<file path="src/rtl/id_exec_ctrl.sv">
// id_exec_ctrl -- decode/execute sequencer for a single shared-bus datapath.
// Rev 1.0 -- initial release.
`default_nettype none

module id_exec_ctrl #(
  parameter int IW          = 16,
  parameter int RAW         = 4,
  parameter int MFC_TIMEOUT = 255
) (
  input  logic           clk,
  input  logic           reset,
  input  logic           ir_valid,
  input  logic [IW-1:0]  ir,
  input  logic           mfc,
  output logic           fetch_start,
  output logic           rf_out_en,
  output logic [RAW-1:0] rf_rd_addr,
  output logic           rf_we,
  output logic [RAW-1:0] rf_wr_addr,
  output logic           imm_out_en,
  output logic [IW-1:0]  imm_data,
  output logic           alu_a_load,
  output logic           alu_res_load,
  output logic [1:0]     alu_op,
  output logic           alu_out_en,
  output logic           mar_load,
  output logic           mdr_bus_load,
  output logic           mdr_read_en,
  output logic           mdr_out_en,
  output logic           mem_en,
  output logic           r_w,
  output logic           pc_load,
  output logic           busy,
  output logic           illegal,
  output logic           halted,
  output logic           bus_err
);

  localparam int             CW      = $clog2(MFC_TIMEOUT + 1);
  localparam logic [CW-1:0]  C_LIMIT = CW'(MFC_TIMEOUT - 1);

  typedef enum logic [4:0] {
    S_BOOT, S_IDLE, S_DECODE, S_EXA, S_EXB, S_WB, S_LDI, S_MADR, S_MRD,
    S_MCAP, S_MWB, S_SDAT, S_MWR, S_JMP, S_ILL, S_HALT, S_ERR, S_DONE
  } state_t;

  state_t          state_q, state_d;
  logic [IW-1:0]   instr_q, instr_d;
  logic [CW-1:0]   cnt_q, cnt_d;
  logic [3:0]      op_q, op_n;
  logic [RAW-1:0]  rd_n, rs_n;

  logic fetch_start_q, fetch_start_d, rf_out_en_q, rf_out_en_d, rf_we_q, rf_we_d;
  logic imm_out_en_q, imm_out_en_d, alu_a_load_q, alu_a_load_d;
  logic alu_res_load_q, alu_res_load_d, alu_out_en_q, alu_out_en_d;
  logic mar_load_q, mar_load_d, mdr_bus_load_q, mdr_bus_load_d;
  logic mdr_read_en_q, mdr_read_en_d, mdr_out_en_q, mdr_out_en_d;
  logic mem_en_q, mem_en_d, r_w_q, r_w_d, pc_load_q, pc_load_d, busy_q, busy_d;
  logic illegal_q, illegal_d, halted_q, halted_d, bus_err_q, bus_err_d;
  logic [RAW-1:0] rf_rd_addr_q, rf_rd_addr_d, rf_wr_addr_q, rf_wr_addr_d;
  logic [IW-1:0]  imm_data_q, imm_data_d;
  logic [1:0]     alu_op_q, alu_op_d;

  assign op_q = instr_q[15:12];

  always_comb begin
    state_d = state_q;
    instr_d = instr_q;
    cnt_d   = cnt_q;
    case (state_q)
      S_BOOT:   state_d = S_IDLE;
      S_IDLE: begin
        if (ir_valid) begin
          instr_d = ir;
          state_d = S_DECODE;
        end
      end
      S_DECODE: begin
        case (op_q)
          4'd0:                   state_d = S_DONE;
          4'd1, 4'd2, 4'd3, 4'd4: state_d = S_EXA;
          4'd5:                   state_d = S_LDI;
          4'd6, 4'd7:             state_d = S_MADR;
          4'd8:                   state_d = S_JMP;
          4'd9:                   state_d = S_HALT;
          default:                state_d = S_ILL;
        endcase
      end
      S_EXA:    state_d = S_EXB;
      S_EXB:    state_d = S_WB;
      S_MADR: begin
        cnt_d   = '0;
        state_d = (op_q == 4'd7) ? S_SDAT : S_MRD;
      end
      S_SDAT: begin
        cnt_d   = '0;
        state_d = S_MWR;
      end
      // mfc takes priority over the timeout in the cycle the limit is hit
      S_MRD, S_MWR: begin
        if (mfc)                  state_d = (state_q == S_MRD) ? S_MCAP : S_DONE;
        else if (cnt_q == C_LIMIT) state_d = S_ERR;
        else                      cnt_d = cnt_q + 1'b1;
      end
      S_MCAP:   state_d = S_MWB;
      S_WB, S_LDI, S_MWB, S_JMP, S_ILL: state_d = S_DONE;
      S_HALT, S_ERR: state_d = state_q;
      S_DONE:   state_d = S_IDLE;
      default:  state_d = S_BOOT;
    endcase
  end

  // Outputs are decoded from the next state so they come straight off flops.
  assign op_n = instr_d[15:12];
  assign rd_n = RAW'(instr_d[11:8]);
  assign rs_n = RAW'(instr_d[7:4]);

  always_comb begin
    fetch_start_d = 1'b0; rf_out_en_d = 1'b0; rf_rd_addr_d = '0; rf_we_d = 1'b0;
    rf_wr_addr_d = '0; imm_out_en_d = 1'b0; imm_data_d = '0; alu_a_load_d = 1'b0;
    alu_res_load_d = 1'b0; alu_op_d = 2'b00; alu_out_en_d = 1'b0; mar_load_d = 1'b0;
    mdr_bus_load_d = 1'b0; mdr_read_en_d = 1'b0; mdr_out_en_d = 1'b0; mem_en_d = 1'b0;
    r_w_d = 1'b0; pc_load_d = 1'b0; illegal_d = 1'b0; halted_d = 1'b0; bus_err_d = 1'b0;
    busy_d = !(state_d inside {S_BOOT, S_IDLE, S_HALT, S_ERR});
    case (state_d)
      S_BOOT, S_DONE: fetch_start_d = 1'b1;
      S_EXA:  begin rf_out_en_d = 1'b1; rf_rd_addr_d = rd_n; alu_a_load_d = 1'b1; end
      S_EXB:  begin
        rf_out_en_d = 1'b1; rf_rd_addr_d = rs_n; alu_res_load_d = 1'b1;
        alu_op_d = op_n[1:0] - 2'd1;
      end
      S_WB:   begin alu_out_en_d = 1'b1; rf_we_d = 1'b1; rf_wr_addr_d = rd_n; end
      S_LDI:  begin
        imm_out_en_d = 1'b1; imm_data_d = {{(IW-8){1'b0}}, instr_d[7:0]};
        rf_we_d = 1'b1; rf_wr_addr_d = rd_n;
      end
      S_MADR: begin rf_out_en_d = 1'b1; rf_rd_addr_d = rs_n; mar_load_d = 1'b1; end
      S_MRD:  begin mem_en_d = 1'b1; r_w_d = 1'b1; end
      S_MCAP: mdr_read_en_d = 1'b1;
      S_MWB:  begin mdr_out_en_d = 1'b1; rf_we_d = 1'b1; rf_wr_addr_d = rd_n; end
      S_SDAT: begin rf_out_en_d = 1'b1; rf_rd_addr_d = rd_n; mdr_bus_load_d = 1'b1; end
      S_MWR:  mem_en_d = 1'b1;
      S_JMP:  begin rf_out_en_d = 1'b1; rf_rd_addr_d = rs_n; pc_load_d = 1'b1; end
      S_ILL:  illegal_d = 1'b1;
      S_HALT: halted_d = 1'b1;
      S_ERR:  bus_err_d = 1'b1;
      default: ;
    endcase
  end

  always_ff @(posedge clk or posedge reset) begin
    if (reset) begin
      state_q <= S_BOOT; instr_q <= '0; cnt_q <= '0;
      fetch_start_q <= 1'b1; rf_out_en_q <= 1'b0; rf_rd_addr_q <= '0; rf_we_q <= 1'b0;
      rf_wr_addr_q <= '0; imm_out_en_q <= 1'b0; imm_data_q <= '0; alu_a_load_q <= 1'b0;
      alu_res_load_q <= 1'b0; alu_op_q <= 2'b00; alu_out_en_q <= 1'b0; mar_load_q <= 1'b0;
      mdr_bus_load_q <= 1'b0; mdr_read_en_q <= 1'b0; mdr_out_en_q <= 1'b0; mem_en_q <= 1'b0;
      r_w_q <= 1'b0; pc_load_q <= 1'b0; busy_q <= 1'b0; illegal_q <= 1'b0;
      halted_q <= 1'b0; bus_err_q <= 1'b0;
    end else begin
      state_q <= state_d; instr_q <= instr_d; cnt_q <= cnt_d;
      fetch_start_q <= fetch_start_d; rf_out_en_q <= rf_out_en_d;
      rf_rd_addr_q <= rf_rd_addr_d; rf_we_q <= rf_we_d; rf_wr_addr_q <= rf_wr_addr_d;
      imm_out_en_q <= imm_out_en_d; imm_data_q <= imm_data_d; alu_a_load_q <= alu_a_load_d;
      alu_res_load_q <= alu_res_load_d; alu_op_q <= alu_op_d; alu_out_en_q <= alu_out_en_d;
      mar_load_q <= mar_load_d; mdr_bus_load_q <= mdr_bus_load_d;
      mdr_read_en_q <= mdr_read_en_d; mdr_out_en_q <= mdr_out_en_d; mem_en_q <= mem_en_d;
      r_w_q <= r_w_d; pc_load_q <= pc_load_d; busy_q <= busy_d; illegal_q <= illegal_d;
      halted_q <= halted_d; bus_err_q <= bus_err_d;
    end
  end

  assign fetch_start  = fetch_start_q;
  assign rf_out_en    = rf_out_en_q;
  assign rf_rd_addr   = rf_rd_addr_q;
  assign rf_we        = rf_we_q;
  assign rf_wr_addr   = rf_wr_addr_q;
  assign imm_out_en   = imm_out_en_q;
  assign imm_data     = imm_data_q;
  assign alu_a_load   = alu_a_load_q;
  assign alu_res_load = alu_res_load_q;
  assign alu_op       = alu_op_q;
  assign alu_out_en   = alu_out_en_q;
  assign mar_load     = mar_load_q;
  assign mdr_bus_load = mdr_bus_load_q;
  assign mdr_read_en  = mdr_read_en_q;
  assign mdr_out_en   = mdr_out_en_q;
  assign mem_en       = mem_en_q;
  assign r_w          = r_w_q;
  assign pc_load      = pc_load_q;
  assign busy         = busy_q;
  assign illegal      = illegal_q;
  assign halted       = halted_q;
  assign bus_err      = bus_err_q;

endmodule

`default_nettype wire

</file>
<file path="config.mk">
export PLATFORM = sky130hd
export DESIGN_NAME = id_exec_ctrl
export DESIGN_NICKNAME = d
export VERILOG_FILES = /design/src/rtl/id_exec_ctrl.sv
export SDC_FILE = /design/constraint.sdc
export NUM_CORES = 1
export LEC_CHECK = 0
export ABC_AREA = 1
export CAP_MARGIN = 20
export CORE_UTILIZATION = 45
export CTS_CLUSTER_SIZE = 28
export DETAILED_ROUTE_END_ITERATION = 7
export GPL_ROUTABILITY_DRIVEN = 1
export PLACE_DENSITY = 0.8
export SLEW_MARGIN = 40
export SYNTH_ARGS = -nofsm -noshare
export SYNTH_HDL_FRONTEND = slang
export SYNTH_SLANG_ARGS = --single-unit
export TNS_END_PERCENT = 1
</file>
<file path="constraint.sdc">
create_clock -name clk -period 2.72 [get_ports clk]
set_input_delay 0.544 -clock clk [delete_from_list [all_inputs] [get_ports clk]]
set_output_delay 0.544 -clock clk [all_outputs]
set_load 0.03 [all_outputs]
</file>
==> impl_metrics.env <==
export IMPL_synth_cell_area_um2=3120
export IMPL_p_leak_nw=2.06
export IMPL_drv_slew=0
export IMPL_htree_levels=3
export IMPL_internal_power_mw=2.54
export IMPL_post_cts_setup_buffers=0
export IMPL_first_pass_iters=4
export IMPL_crit_top_cell="nand3_4"
export IMPL_grt_max_degree=39
export IMPL_fin_crit_sh=0.759
export IMPL_worstSetupEndpointType="flip-flop"
export IMPL_async_flop_share=1.00
export IMPL_portBuffers=55
export IMPL_start_util=0.478
export IMPL_clock_skew_final_ns=0.0124
export IMPL_synth_seq_cells=65
export IMPL_rsz0062_at_grt="no"
export IMPL_finalHoldViolCount=0
export IMPL_max_cap_violations=0
export IMPL_drt_iter0_drc=234
export IMPL_seq_power_share=0.329
export IMPL_worstPathRequired_ns=3.01
export IMPL_crit_slowest_cell="dfrtp_1"
export IMPL_netlist_area_leader_share=0.513
export IMPL_antenna_found_initial=0
export IMPL_max_stage_delay_ns=0.62
export IMPL_drc=0
export IMPL_swShare=0.432
export IMPL_die_w_um=85.3
export IMPL_synth_edf_count=0
export IMPL_core_um2=6530
export IMPL_cp_startpoint="state_q[2]"
export IMPL_antenna_left=0
export IMPL_cts_repair_resized=0
export IMPL_crit_family="simple AND/OR/NAND/NOR gates"
export IMPL_totalWireLength_um=6370
export IMPL_avgViaCountPerCell=4.75
export IMPL_pin_count=64
export IMPL_vdd_ir_drop_max_mv=0.674
export IMPL_cts_tree="yes"
export IMPL_fillers=541
export IMPL_worstPathArrival_ns=2.35
export IMPL_area_growth_pct=26.8
export IMPL_synth_common_cells="dfrtp_1, nand2_1, inv_1"
export IMPL_yosysTopAreaCell="dfrtp_1"
export IMPL_start_kind="flip-flop"
export IMPL_dpl_cell_area_um2=3730
export IMPL_synth_distinct_cells=34
export IMPL_rows=29
export IMPL_grt_use_total=0.195
export IMPL_worstReg2RegStart="state_q[2]"
export IMPL_clkLatencyLatePin_ns=0.34
export IMPL_clk_pin_slew_ns=0.08
export IMPL_setup_viol=0
export IMPL_drive_above_1_share=0.212
export IMPL_synth_ff_type="dfrtp_1"
export IMPL_cts_sinks=65
export IMPL_ctsHoldBuffers=0
export IMPL_cts_path_max_buffers=2
export IMPL_via_count=2291
export IMPL_grt_pass1_wl_um=10900
export IMPL_power_frac_comb=0.464
export IMPL_dp_hpwl_um=4620
export IMPL_die_y_um=85.3
export IMPL_drt_wirelength_per_cell_um=13.2
export IMPL_crit_type="reg -> reg"
export IMPL_avgSynthCellArea_um2=9.32
export IMPL_outcome="finished clean"
export IMPL_hold_path_class="in -> async"
export IMPL_timing_setup_tns_ns=0
export IMPL_max_freq_mhz=484
export IMPL_grt_overflow_total=0
export IMPL_yosys_top_cells_area="dfrtp_1, nand2_1, inv_1"
export IMPL_clkPwrFrac=0.207
export IMPL_cts_made_buffers=9
export IMPL_grt_pass1_vias=2317
export IMPL_fin_area_um2=3960
export IMPL_diodes=0
export IMPL_synth_seq_area_share=0.521
export IMPL_crit_fanout=10
export IMPL_nets=422
export IMPL_path_cells="nor2_1 > o21ai_4 > nand3_2 > nor2_2 > nand2_4 > inv_2 > nand3_4 > nand3_4 > nand2_1 > inv_1"
export IMPL_p_per_area_nw_per_um2=1130
export IMPL_die_area_um2=7270
export IMPL_netlist_instances=335
export IMPL_finalCriticalPeriod_ns=2.06
export IMPL_path_buf_inv=2
export IMPL_gp_congestion=0.919
export IMPL_cts_root_buf="clkbuf_8"
export IMPL_p_sw_mw=1.93
export IMPL_synth_warnings=0
==> layer usage <==
metal	share of wire	global-route usage	up-vias
met5	0	0	-
met4	0.010	0.0591	0
met3	0.060	0.0564	8
met2	0.49	0.311	74
met1	0.44	0.261	1060
li1	-	-	1149
==> power groups by stage <==
stage | combinational (mW) | clock (mW) | sequential, mW
after floorplan | 1.35 | 0 | 1.65
after global placement | 2.01 | 0 | 1.48
after detailed placement | 2.06 | 0 | 1.48
after CTS | 2.08 | 0.947 | 1.47
after global routing | 2.30 | 0.992 | 1.50
final | 2.08 | 0.926 | 1.47
==> area by class of cell <==
cell class,count,area [um2],share of cell area
Sequential cell,65,1630,0.411
Timing Repair Buffer,59,581,0.147
Multi-Input combinational cell,203,1190,0.300
Tap cell,77,96.3,0.0243
Clock inverter,6,90.1,0.0228
Clock buffer,10,138,0.0348
Inverter,62,238,0.0601
==> layout by cell type (no fill, tap or decap), drive strengths merged, types with 5 or more instances in the layout <==
cell,instances
nand2,77
inv,63
dfrtp,64
a21oi,8
clkbuf,10
mux2,5
nor3,5
nand3,22
nor2,46
conb,8
o21ai,22
clkdlybuf4s50,55
==> kinds of logic after synthesis <==
family	synth area share
buf+inv	0.107
mux	0.0180
other cells	0.00120
xor+xnor	0.00281
simple gates	0.277
compound gates	0.0649
flops	0.521
fa+ha+maj	0.00801
==> path summary, 6_finish.rpt <==
check / to / slack [ns] / depth (start not counted)
setup / recovery: rf_wr_addr[1] / 0.66 / 10
hold / removal: imm_data[3] / 0.41 / 2
setup reg to reg: rf_wr_addr[1] / 0.66 / 10
hold reg to reg: instr_q[9] / 0.52 / 1
max in group asynchronous: alu_a_load / 1.62 / 3
min in group clk: instr_q[9] / 0.52 / 1
==> sequential cells by signal (all words and copies together), names as in the netlist, 2 cells and up <==
register / flops
imm_data: 8
alu_op: 2
cnt_q: 8
state_q: 5
rf_rd_addr: 4
rf_wr_addr: 4
instr_q: 16
==> metrics by stage <==
step / util / worst slack, ns / power [mW] / hold WS (ns) / instances
global placement: 0.571 / 0.472 / 3.49 / 0.496 / 466
finish: 0.606 / 0.655 / 4.47 / 0.407 / 482
CTS: 0.606 / 0.648 / 4.50 / 0.399 / 482
floorplan: - / 0.551 / 3.01 / 0.476 / 342
detailed placement: 0.571 / 0.433 / 3.54 / 0.504 / 466
global route: 0.606 / 0.493 / 4.79 / 0.430 / 482
==> worst register-to-register path: cells and delay by family (launching register included) <==
kind / cells / cell delay, ns
AND/OR/NAND/NOR: 7 / 0.92
flip-flops: 1 / 0.62
AO/OA/AOI/OAI: 1 / 0.32
buffers and inverters: 2 / 0.17
(Power assumes the default switching activity.)
